==> config.mk <==
export PLATFORM = sky130hd
export DESIGN_NAME = usb_line_receiver
export DESIGN_NICKNAME = d
export VERILOG_FILES = /design/src/rtl/usb_pkg.sv /design/src/rtl/usb_sync_detect.sv /design/src/rtl/usb_line_receiver.sv
export SDC_FILE = /design/constraint.sdc
export NUM_CORES = 1
export LEC_CHECK = 0
export ABC_AREA = 0
export CORE_UTILIZATION = 40
export DETAILED_ROUTE_END_ITERATION = 12
export SLEW_MARGIN = 40
export SYNTH_ARGS = -nofsm -noshare
export SYNTH_HDL_FRONTEND = slang
export SYNTH_SLANG_ARGS = --single-unit
==> constraint.sdc <==
create_clock -name clk -period 5.5 [get_ports clk]
set_input_delay 0.55 -clock clk [delete_from_list [all_inputs] [get_ports clk]]
set_output_delay 0.55 -clock clk [all_outputs]
set_load 0.02 [all_outputs]
==> src/rtl/usb_pkg.sv <==
// Shared types for the USB receive front end: line symbols, receiver states, the SYNC pattern
// and the pin-pair decoder.
package usb_pkg;

    typedef enum logic [1:0] {LINE_J, LINE_K, LINE_SE0, LINE_SE1} line_t;

    typedef enum logic [2:0] {ST_IDLE, ST_WAIT_SYNC, ST_RECV, ST_EOP1, ST_EOP2} rx_state_t;

    localparam int DEF_TIMEOUT_CYCLES = 255;
    localparam int DEF_MAX_BITS       = 128;

    // Oldest symbol first.
    localparam line_t SYNC_PATTERN [8] = '{LINE_K, LINE_J, LINE_K, LINE_J,
                                           LINE_K, LINE_J, LINE_K, LINE_K};

    function automatic line_t decode_line(input logic dp, input logic dm);
        line_t l;
        case ({dp, dm})
            2'b10:   l = LINE_J;
            2'b01:   l = LINE_K;
            2'b00:   l = LINE_SE0;
            default: l = LINE_SE1;
        endcase
        return l;
    endfunction

endpackage

==> src/rtl/usb_sync_detect.sv <==
// SYNC hunter: keeps the 7 previous line symbols and flags when they plus the live symbol
// form KJKJKJKK. Clear (and reset) refill the history with J so a match needs 8 fresh symbols.
module usb_sync_detect
    import usb_pkg::*;
(
    input  logic  clk,
    input  logic  rst_b,
    input  logic  shift,
    input  logic  clear,
    input  line_t sym,
    output logic  match
);

    line_t hist [7];

    always_ff @(posedge clk) begin
        if (rst_b || clear) begin
            for (int i = 0; i < 7; i++) hist[i] <= LINE_J;
        end else if (shift) begin
            for (int i = 0; i < 6; i++) hist[i] <= hist[i+1];
            hist[6] <= sym;
        end
    end

    always_comb begin
        match = shift;
        for (int i = 0; i < 7; i++) begin
            if (hist[i] != SYNC_PATTERN[i]) match = 1'b0;
        end
        if (sym != SYNC_PATTERN[7]) match = 1'b0;
    end

endmodule

==> src/rtl/usb_line_receiver.sv <==
// USB receive front end: registers D+/D-, hunts SYNC, streams raw J/K levels, checks EOP.
// Pin sample at cycle n reaches the outputs at n+2; re low aborts any packet silently.
module usb_line_receiver
    import usb_pkg::*;
#(
    parameter int TIMEOUT_CYCLES = DEF_TIMEOUT_CYCLES,
    parameter int MAX_BITS       = DEF_MAX_BITS
) (
    input  logic clk,
    input  logic rst_b,
    input  logic re,
    input  logic dp_r,
    input  logic dm_r,
    output logic bit_out,
    output logic bit_valid,
    output logic pkt_start,
    output logic pkt_done,
    output logic timeout,
    output logic line_err
);

    localparam int TW = $clog2(TIMEOUT_CYCLES + 1);
    localparam int BW = $clog2(MAX_BITS + 1);

    rx_state_t      state, state_d;
    line_t          sym_q;
    logic           re_q;
    logic [TW-1:0]  timer, timer_d;
    logic [BW-1:0]  bitcnt, bitcnt_d;
    logic           sh_en, sh_clr, match;
    logic           bit_out_d, bit_valid_d, start_d, done_d, timeout_d, err_d;

    wire re_rise = re & ~re_q;

    // re_q follows re even through reset so a reset with re held high cannot open a window.
    always_ff @(posedge clk) re_q <= re;

    usb_sync_detect u_sync (
        .clk   (clk),
        .rst_b (rst_b),
        .shift (sh_en),
        .clear (sh_clr),
        .sym   (sym_q),
        .match (match)
    );

    always_ff @(posedge clk) begin
        if (rst_b) begin
            sym_q     <= LINE_J;
            state     <= ST_IDLE;
            timer     <= '0;
            bitcnt    <= '0;
            bit_out   <= 1'b0;
            bit_valid <= 1'b0;
            pkt_start <= 1'b0;
            pkt_done  <= 1'b0;
            timeout   <= 1'b0;
            line_err  <= 1'b0;
        end else begin
            sym_q     <= decode_line(dp_r, dm_r);
            state     <= state_d;
            timer     <= timer_d;
            bitcnt    <= bitcnt_d;
            bit_out   <= bit_out_d;
            bit_valid <= bit_valid_d;
            pkt_start <= start_d;
            pkt_done  <= done_d;
            timeout   <= timeout_d;
            line_err  <= err_d;
        end
    end

    always_comb begin
        state_d     = state;
        timer_d     = timer;
        bitcnt_d    = bitcnt;
        sh_en       = 1'b0;
        sh_clr      = 1'b0;
        bit_out_d   = 1'b0;
        bit_valid_d = 1'b0;
        start_d     = 1'b0;
        done_d      = 1'b0;
        timeout_d   = 1'b0;
        err_d       = 1'b0;

        if (state != ST_IDLE && !re) begin
            state_d = ST_IDLE;
        end else begin
            case (state)
                ST_IDLE: begin
                    if (re_rise) begin
                        state_d = ST_WAIT_SYNC;
                        timer_d = '0;
                        sh_clr  = 1'b1;
                    end
                end
                ST_WAIT_SYNC: begin
                    if (sym_q == LINE_SE0 || sym_q == LINE_SE1) sh_clr = 1'b1;
                    else                                        sh_en  = 1'b1;
                    // A match on the final timer cycle still wins over the timeout.
                    if (match) begin
                        state_d  = ST_RECV;
                        start_d  = 1'b1;
                        bitcnt_d = '0;
                    end else if (timer == TW'(TIMEOUT_CYCLES - 1)) begin
                        state_d   = ST_IDLE;
                        timeout_d = 1'b1;
                    end else begin
                        timer_d = timer + TW'(1);
                    end
                end
                ST_RECV: begin
                    case (sym_q)
                        LINE_J, LINE_K: begin
                            if (bitcnt == BW'(MAX_BITS)) begin
                                state_d = ST_IDLE;
                                err_d   = 1'b1;
                            end else begin
                                bit_valid_d = 1'b1;
                                bit_out_d   = (sym_q == LINE_J);
                                bitcnt_d    = bitcnt + BW'(1);
                            end
                        end
                        LINE_SE0: state_d = ST_EOP1;
                        default: begin
                            state_d = ST_IDLE;
                            err_d   = 1'b1;
                        end
                    endcase
                end
                ST_EOP1: begin
                    if (sym_q == LINE_SE0) begin
                        state_d = ST_EOP2;
                    end else begin
                        state_d = ST_IDLE;
                        err_d   = 1'b1;
                    end
                end
                ST_EOP2: begin
                    state_d = ST_IDLE;
                    if (sym_q == LINE_J) done_d = 1'b1;
                    else                 err_d  = 1'b1;
                end
                default: state_d = ST_IDLE;
            endcase
        end
    end

endmodule

==> results.cfg, run 1 <==
[setup_path]
timing.critical_path.to_type = register
rr_worst_depth = 5
critical_path_arrival_ps = 2570
critical_path.reg2reg.startpoint = state[1]
cp_data_required_time_ps = 5680
critical_path_class = input pin to register
cell_by_cell_trace_of_the_critical_path = clkdlybuf4s50_1 -> nor3b_1 -> nand4_1 -> o21ai_0 -> o32a_1 -> o21ai_0
slowest_stage = sky130_fd_sc_hd__clkdlybuf4s50_1
reg2reg_slack_ps = 3220
critical_path_peak_fanout = 7
slowest_delay_ps = 590
critical_path.startpoint_type = input pin
path_common_cell = sky130_fd_sc_hd__o21ai_0
reg2reg_to = bitcnt[4]

[final_layout]
layout.cells.non_filler = 301
drive_above_1_share_pct = 6.41
nets = 244
antenna-diode-count = 0
syn_to_final_growth_pct = 12.0

[power_and_ir_drop]
power.ir.vdd_worst_mv = 0.136
total_leakage_power_nw = 0.763
power.density_nw_per_um2 = 262

[global_route]
global_route.overflow_total = 0
grt_pass1_vias = 1575
gr-usage-all-layers_pct = 18.8
grt_start_max_net_pins = 22
antenna_found_initial = 0
wire_length_of_the_first_global_routing_pass_um = 7760

[clock_network]
cts-htree-levels = 2
buffer_cell_driving_the_clock_tree_root = sky130_fd_sc_hd__clkbuf_8
tritoncts = built
clockBufferDepth = 2
cts_resized = 0
total_clock_buffers_created_by_cts = 5
post_cts.repair.setup_buffers = 0
path_clk_slew_ps = 80
number_of_clock_sinks_seen_by_cts = 42
clk_latency_ps = 310
cts_hold_buffers = 0

[drt]
drc = 0
post_route_wl_um = 4510
detailedRoute.firstIterationViolations = 181
avgViaCountPerCell = 5.64
detail_route.first_pass.iterations = 4
drt.antenna.violating_nets = 0
drt-wirelength-per-cell_um = 15.0
via_count = 1697

[timing]
setup_repair_after_global_routing_missed_its_margin = no
timing.max_slew.rel_slack_pct = 61.0
setup_total_negative_slack_ps = 0
timing.final.setup_violations = 0
fmax_mhz = 420
max_slew.worst_pin.slew_ps = 584
finClkSkew_ps = 8.63
timing_hold_violations_final = 0
layout_min_cycle_time_ps = 2380
slew_violations = 0
fin_crit_sh_pct = 43.3

[hold_path]
hold_class = register to register
number_of_instances_on_the_worst_hold_path = 1
startpoint_of_the_worst_hold_path = timer[7]
min_to = timer[7]

[yosys]
ys.warnings.count = 0
asyncSetResetFlopFracSynth_pct = 0
syn_inst = 227
ys_seq_elements = 42
synth_area_um2 = 2080
mappedNetlistNets = 238
yosysSeqAreaShare_pct = 47.1
synth_cell_type_count = 46
synth.area.top_cells = sky130_fd_sc_hd__dfxtp_1, sky130_fd_sc_hd__edfxtp_1, sky130_fd_sc_hd__and2_1, sky130_fd_sc_hd__ha_1, sky130_fd_sc_hd__a21oi_1
synth-main-ff-cell = sky130_fd_sc_hd__dfxtp_1
synth.largest_area_cell = sky130_fd_sc_hd__dfxtp_1
synth_enable_flop_cells = 14
mean_instance_size_in_the_synthesized_netlist_um2 = 9.17
synth_largest_type_area_fraction_pct = 26.9

[run_status]
outcome = finished, final reports clean

[place]
place.gp.congestion = 0.851
place_hpwl_um = 3160
port_buffers = 10
placed_cells = 293

[die]
placementRows = 25
io_pins = 11
start_util_pct = 42.9
fp.dieH_um = 74.1
fp.dieArea_um2 = 5490
placeableCoreArea_um2 = 4850
die_w_um = 74.1

[job]
maxCapViolations = 0
[cell families (layout without fill, tap and decap cells)]
group	after synthesis	count (layout)	share of synthesized area, %
and+or+nand+nor	107	107	28.6
AOI/OAI and AO/OA	52	52	16.4
DFF	42	42	47.1
buffers and inverters	19	26	3.73
adders and majority gates	6	6	3.61
muxes	1	1	0.541
[synthesized netlist by cell type (all sizes together) (4+ instances only)]
library cell / number
nor4: 5
clkbuf: 8
ha: 6
and2: 13
o21ai: 12
nor2: 18
nor3: 7
o31ai: 5
nand2: 17
inv: 8
a21oi: 14
edfxtp: 14
nor3b: 4
nor4b: 6
nand3: 14
dfxtp: 28
[worst max-delay path: cells and delay by family]
family	cells	cell delay [ps]
buffers and inverters	1	590
AO/OA/AOI/OAI	3	740
AND/OR/NAND/NOR	2	690
[worst max path at each step]
stage                         endpoint  slack [ps]     start
finish                        timer[4]        3120        re
global route         u_sync.hist[0][9]        2980        re
CTS                 u_sync.hist[0][11]        2830     rst_b
detailed placement   u_sync.hist[0][2]        2510     rst_b
global placement     u_sync.hist[0][0]        2570     rst_b
floorplan                    bitcnt[5]        3580  state[1]
[power by group]
part	switching, mW	total [mW]	leakage [nW]	internal, mW
Combinational	0.0193	0.0293	0.335	0.00995
Clock	0.110	0.246	0.0514	0.135
Sequential	0.00731	0.336	0.377	0.328
[through the flow]
step | setup slack, ps | area, um^2 | utilization [%] | hold slack [ps] | power (mW)
after detailed placement | 2510 | 2220 | 45.8 | 468 | 0.373
after CTS | 2830 | 2330 | 48.1 | 480 | 0.616
after floorplan | 3580 | 2080 | - | 440 | 0.361
after global placement | 2570 | 2220 | 45.7 | 464 | 0.372
final | 3120 | 2330 | 48.1 | 477 | 0.611
after global routing | 2980 | 2330 | 48.1 | 506 | 0.634
[layout by cell type (no fill, tap or decap), drive strengths merged, types with 3 or more instances in the layout]
master and count:
a21oi 14, and2 13, clkbuf 6, clkdlybuf4s50 9
dfxtp 28, edfxtp 14, ha 6, inv 8
nand2 17, nand2b 3, nand3 14, nand4 3
nor2 18, nor2b 3, nor3 7, nor3b 4
nor4 5, nor4b 6, o21ai 12, o31ai 5
o32a 3, or2 3
[final cells by class]
cell class	instances	area [um^2]
fillers	474	2520
multi-input cells	166	1030
flip-flops and latches	42	981
repair buffers	10	95.1
well taps	67	83.8
clock buffers	6	72.6
clock inverters	2	37.5
inverters	8	30.0
[flip-flops by register name, indices dropped and copies added (netlist names)]
signal / count
bit_out: 1
bit_valid: 1
bitcnt: 8
line_err: 1
pkt_done: 1
pkt_start: 1
re_q: 1
state: 3
sym_q: 2
timeout: 1
timer: 8
u_sync.hist: 14
[routing by layer]
layer	share of wire [%]	vias up	wire length (um)	global-route usage [%]
met4	1.7	0	78	7.48
li1	-	858	-	-
met2	45	34	2040	28.3
met1	48	797	2190	25.8
met5	0	-	0	0
met3	4.7	8	210	4.74
No activity file was read; power rests on OpenSTA's default activity.
==> inputs of run 2 (changes only) <==
Clock period 5.5 ns to 1.9 ns, I/O delays scaled along.
==> results.cfg, run 2 (synthesis results as in run 1) <==
[run_status]
outcome = finished, final reports clean

[global_route]
gr-usage-all-layers_pct = 19.1
grt_pass1_vias = 1691
antenna_found_initial = 0
global_route.overflow_total = 0
wire_length_of_the_first_global_routing_pass_um = 7980
grt_start_max_net_pins = 21

[die]
fp.dieH_um = 74.1
start_util_pct = 42.9
die_w_um = 74.1
placeableCoreArea_um2 = 4850
fp.dieArea_um2 = 5490
io_pins = 11
placementRows = 25

[drt]
avgViaCountPerCell = 5.50
drc = 0
drt-wirelength-per-cell_um = 14.6
post_route_wl_um = 4810
via_count = 1814
detail_route.first_pass.iterations = 4
detailedRoute.firstIterationViolations = 76
drt.antenna.violating_nets = 0

[clock_network]
cts_hold_buffers = 0
post_cts.repair.setup_buffers = 0
path_clk_slew_ps = 80
buffer_cell_driving_the_clock_tree_root = sky130_fd_sc_hd__clkbuf_8
tritoncts = built
total_clock_buffers_created_by_cts = 5
number_of_clock_sinks_seen_by_cts = 42
cts-htree-levels = 2
clk_latency_ps = 290
clockBufferDepth = 2

[place]
place_ws_ps = -149
port_buffers = 10
placed_cells = 322
place.gp.congestion = 0.837
place_hpwl_um = 3460

[timing]
timing.max_slew.rel_slack_pct = 68.7
setup_total_negative_slack_ps = 0
slew_violations = 0
finClkSkew_ps = 6.69
setup_repair_after_global_routing_missed_its_margin = no
fin_ws_ps = 102
timing.final.setup_violations = 0
fmax_mhz = 556
timing_hold_violations_final = 0
max_slew.worst_pin.slew_ps = 465
fin_crit_sh_pct = 94.7
layout_min_cycle_time_ps = 1800

[setup_path]
slowest_delay_ps = 430
cell_by_cell_trace_of_the_critical_path = or3b_4 -> a211oi_1 -> a21oi_1 -> o31ai_1 -> a21oi_1
critical_path_arrival_ps = 1980
path_common_cell = sky130_fd_sc_hd__a21oi_1
critical_path_class = register to register
timing.critical_path.to_type = register
critical_path.startpoint_type = register
critical_path_peak_fanout = 9
cp_data_required_time_ps = 2080
slowest_stage = sky130_fd_sc_hd__or3b_4

[hold_path]
hold_class = register to register

[power_and_ir_drop]
power.ir.vdd_worst_mv = 0.343
power.density_nw_per_um2 = 746
total_leakage_power_nw = 0.942

[final_layout]
syn_to_final_growth_pct = 26.5
drive_above_1_share_pct = 19.0
leading_cell_type_in_the_layout_fill_and_taps_excluded = sky130_fd_sc_hd__buf_4
number_of_flip_flops_under_the_largest_register_name = 14
biggest_regs = u_sync.hist (14), bitcnt (8), timer (8)
fillerInstances = 457
layout.cells.non_filler = 330
antenna-diode-count = 0
top_register = u_sync.hist
mostFrequentLayoutCells = sky130_fd_sc_hd__buf_4, sky130_fd_sc_hd__dfxtp_1, sky130_fd_sc_hd__nor2_1
nets = 273

[job]
maxCapViolations = 0
==> run 2: changes by cell type in the layout (fill, tap and decap cells not counted), sizes merged <==
cell / previous run / this run
buf: 1 / 29
bufinv: 1 / 2
clkdlybuf4s50: 9 / 10
clkinvlp: 1 / 0
==> run 2: final timing paths <==
check	from	end	slack (ps)	cells after the start
max	state[2]	bitcnt[5]	100	5
min	timer[7]	timer[7]	480	1
max reg2reg	state[2]	bitcnt[5]	100	5
min reg2reg	timer[7]	timer[7]	480	1
==> run 2: power breakdown <==
part	switching, mW	internal, mW
sequential	0.0137	0.951
combinational	0.0722	0.0562
clock	0.312	0.561
total	0.398	1.57
==> run 2: cell type report <==
cell class,count,area [um^2],area share (%)
well taps,67,83.8,3.18
inverters,8,30.0,1.14
repair buffers,39,330,12.5
clock buffers,6,82.6,3.14
flip-flops and latches,42,982,37.3
multi-input cells,166,1060,40.4
clock inverters,2,60.1,2.28
==> run 2: per-stage QoR <==
stage	total power [mW]	utilization, %	hold slack, ps	cell area [um^2]
global placement	1.11	50.5	452	2450
global route	2.03	54.3	512	2630
CTS	1.98	53.5	481	2600
finish	1.97	54.3	482	2630
floorplan	1.04	-	218	2080
detailed placement	1.11	50.5	469	2450
==> run 2: what timing repair did <==
item / CTS / global route
pin swaps: 0 / 0
endpoints found under the setup margin: 6 / 15
resized for setup: 1 / 8
==> run 2: critical path: cells and delay by family (launching register included) <==
kind | cells | cell delay (ps)
AO/OA/AOI/OAI | 4 | 860
AND/OR/NAND/NOR | 1 | 430
flip-flops | 1 | 390
==> run 2: per-layer routing <==
metal  part of all wire, %  up-vias  global-route usage, %
met1                    51      854                   27.0
met4                  0.85        0                   7.69
li1                      -      911                      -
met5                     0        -                      0
met3                   3.8        5                   2.85
met2                    44       44                   29.3
==> inputs of run 3 (changes only) <==
Settings changed: CORE_UTILIZATION 40 to 51, PLACE_DENSITY set to 0.72.
==> results.cfg, run 3 (synthesis results as in run 1) <==
[timing]
timing_hold_violations_final = 0
finClkSkew_ps = 4.81
setup_repair_after_global_routing_missed_its_margin = yes
fin_crit_sh_pct = 93.8
slew_violations = 0
whs_ps = 475
layout_min_cycle_time_ps = 1780
fmax_mhz = 561
fin_ws_ps = 117
max_slew.worst_pin.slew_ps = 423
timing.final.setup_violations = 0
timing.max_slew.rel_slack_pct = 71.8

[setup_path]
critical_path_class = register to register
critical_path_peak_fanout = 6
timing.critical_path.to_type = register
critical_path.startpoint_type = register
critical_path_arrival_ps = 2010
cp_data_required_time_ps = 2130
reg2reg_slack_ps = 120

[final_layout]
mostFrequentLayoutCells = sky130_fd_sc_hd__dfxtp_1, sky130_fd_sc_hd__buf_4, sky130_fd_sc_hd__nor2_1
number_of_flip_flops_under_the_largest_register_name = 14
drive_above_1_share_pct = 16.5
top_register = u_sync.hist
syn_to_final_growth_pct = 21.3
finish.utilization_pct = 66.4
nets = 270
postLayoutCellArea_um2 = 2520
leading_cell_type_in_the_layout_fill_and_taps_excluded = sky130_fd_sc_hd__dfxtp_1
biggest_regs = u_sync.hist (14), bitcnt (8), timer (8)
antenna-diode-count = 0

[power_and_ir_drop]
power.density_nw_per_um2 = 670
report.power.total_mw = 1.69
power.ir.vdd_worst_mv = 0.418
seq_power_share_pct = 57.1
total_leakage_power_nw = 0.902
clockPowerShare_pct = 35.6
power.combinational.fraction_pct = 7.3
internal_power_mw = 1.30
sw_frac_of_total_pct = 23.3
power_switching_uw = 394

[clock_network]
cts-htree-levels = 2
cts_hold_buffers = 0
clockBufferDepth = 2
clk_latency_ps = 300
number_of_clock_sinks_seen_by_cts = 42
post_cts.repair.setup_buffers = 0
buffer_cell_driving_the_clock_tree_root = sky130_fd_sc_hd__clkbuf_8
total_clock_buffers_created_by_cts = 5
path_clk_slew_ps = 80
tritoncts = built

[drt]
detailedRoute.firstIterationViolations = 185
detail_route.first_pass.iterations = 4
drt-wirelength-per-cell_um = 15.7
via_count = 1834
post_route_wl_um = 4830
drc = 0
drt.antenna.violating_nets = 0
avgViaCountPerCell = 5.95

[die]
fp.dieH_um = 65.9
placeableCoreArea_um2 = 3800
start_util_pct = 54.8
fp.dieArea_um2 = 4340
die_w_um = 65.9
placementRows = 22
io_pins = 11

[place]
place.gp.congestion = 0.802
place_hpwl_um = 3410
port_buffers = 10
place_ws_ps = -183
dpl-instance-area_um2 = 2400

[global_route]
grt_pass1_vias = 1794
gr-usage-all-layers_pct = 25.4
wire_length_of_the_first_global_routing_pass_um = 8240
global_route.overflow_total = 0
grt_start_max_net_pins = 21
met3_usage_pct = 5.17
antenna_found_initial = 0
grt_util_met2_pct = 38.8
met1_usage_pct = 34.2
globalRoute.busiestLayer = met2

[hold_path]
hold_class = register to register

[run_status]
outcome = finished, final reports clean

[job]
maxCapViolations = 0
-- run 3: changes by cell type in the layout (fill, tap and decap cells not counted) --
cell,delta
sky130_fd_sc_hd__clkbuf_1,+1
sky130_fd_sc_hd__bufinv_16,-2
sky130_fd_sc_hd__a21oi_1,+1
sky130_fd_sc_hd__clkinv_2,+1
sky130_fd_sc_hd__nor4bb_2,-1
sky130_fd_sc_hd__buf_4,-3
sky130_fd_sc_hd__nor4bb_1,+1
sky130_fd_sc_hd__dfxtp_1,+1
sky130_fd_sc_hd__a21oi_2,-1
sky130_fd_sc_hd__dfxtp_2,-1
-- run 3: area by class of cell --
type	count	area, um^2
Tap cell	48	60.1
Sequential cell	42	981
Fill cell	322	1270
Multi-Input combinational cell	166	1050
Clock inverter	1	5.00
Timing Repair Buffer	36	308
Clock buffer	7	86.3
Inverter	8	30.0
-- run 3: worst paths after layout --
check,from,endpoint,cells after the start
hold reg to reg,timer[7],timer[7],1
setup reg to reg,state[2],bitcnt[6],6
setup / recovery,state[2],bitcnt[6],6
hold / removal,timer[7],timer[7],1
-- run 3: per-layer routing --
layer,wire length [um],vias to the layer above,part of all wire [%]
met5,0,-,0
li1,-,908,-
met1,2300,857,48
met3,269,14,5.6
met2,2140,55,44
met4,120,0,2.5
-- run 3: timing repair --
item                                    CTS  global route
endpoints found under the setup margin    1            17
cloned                                    0             0
gates resized for setup                   1             5
-- run 3: power groups by stage --
stage	Sequential [mW]	Clock (mW)	Combinational, mW
after floorplan	0.980	0	0.0642
after global placement	0.984	0	0.117
after detailed placement	0.984	0	0.120
after CTS	0.964	0.609	0.121
after global routing	0.969	0.639	0.135
final	0.966	0.601	0.123
-- run 3: worst max-delay path, stage by stage, from the launching register on --
cell and delay (ps):
sky130_fd_sc_hd__dfxtp_1 370, sky130_fd_sc_hd__or3b_4 430, sky130_fd_sc_hd__a211o_1 260, sky130_fd_sc_hd__buf_4 150, sky130_fd_sc_hd__nor4_1 250, sky130_fd_sc_hd__a31oi_1 80
sky130_fd_sc_hd__a21oi_1 170
-- run 3: through the flow --
stage	TNS, ps	cells
after global placement	-1110	300
after floorplan	0	227
final	0	308
after global routing	-23.5	308
after CTS	0	308
after detailed placement	-1950	300
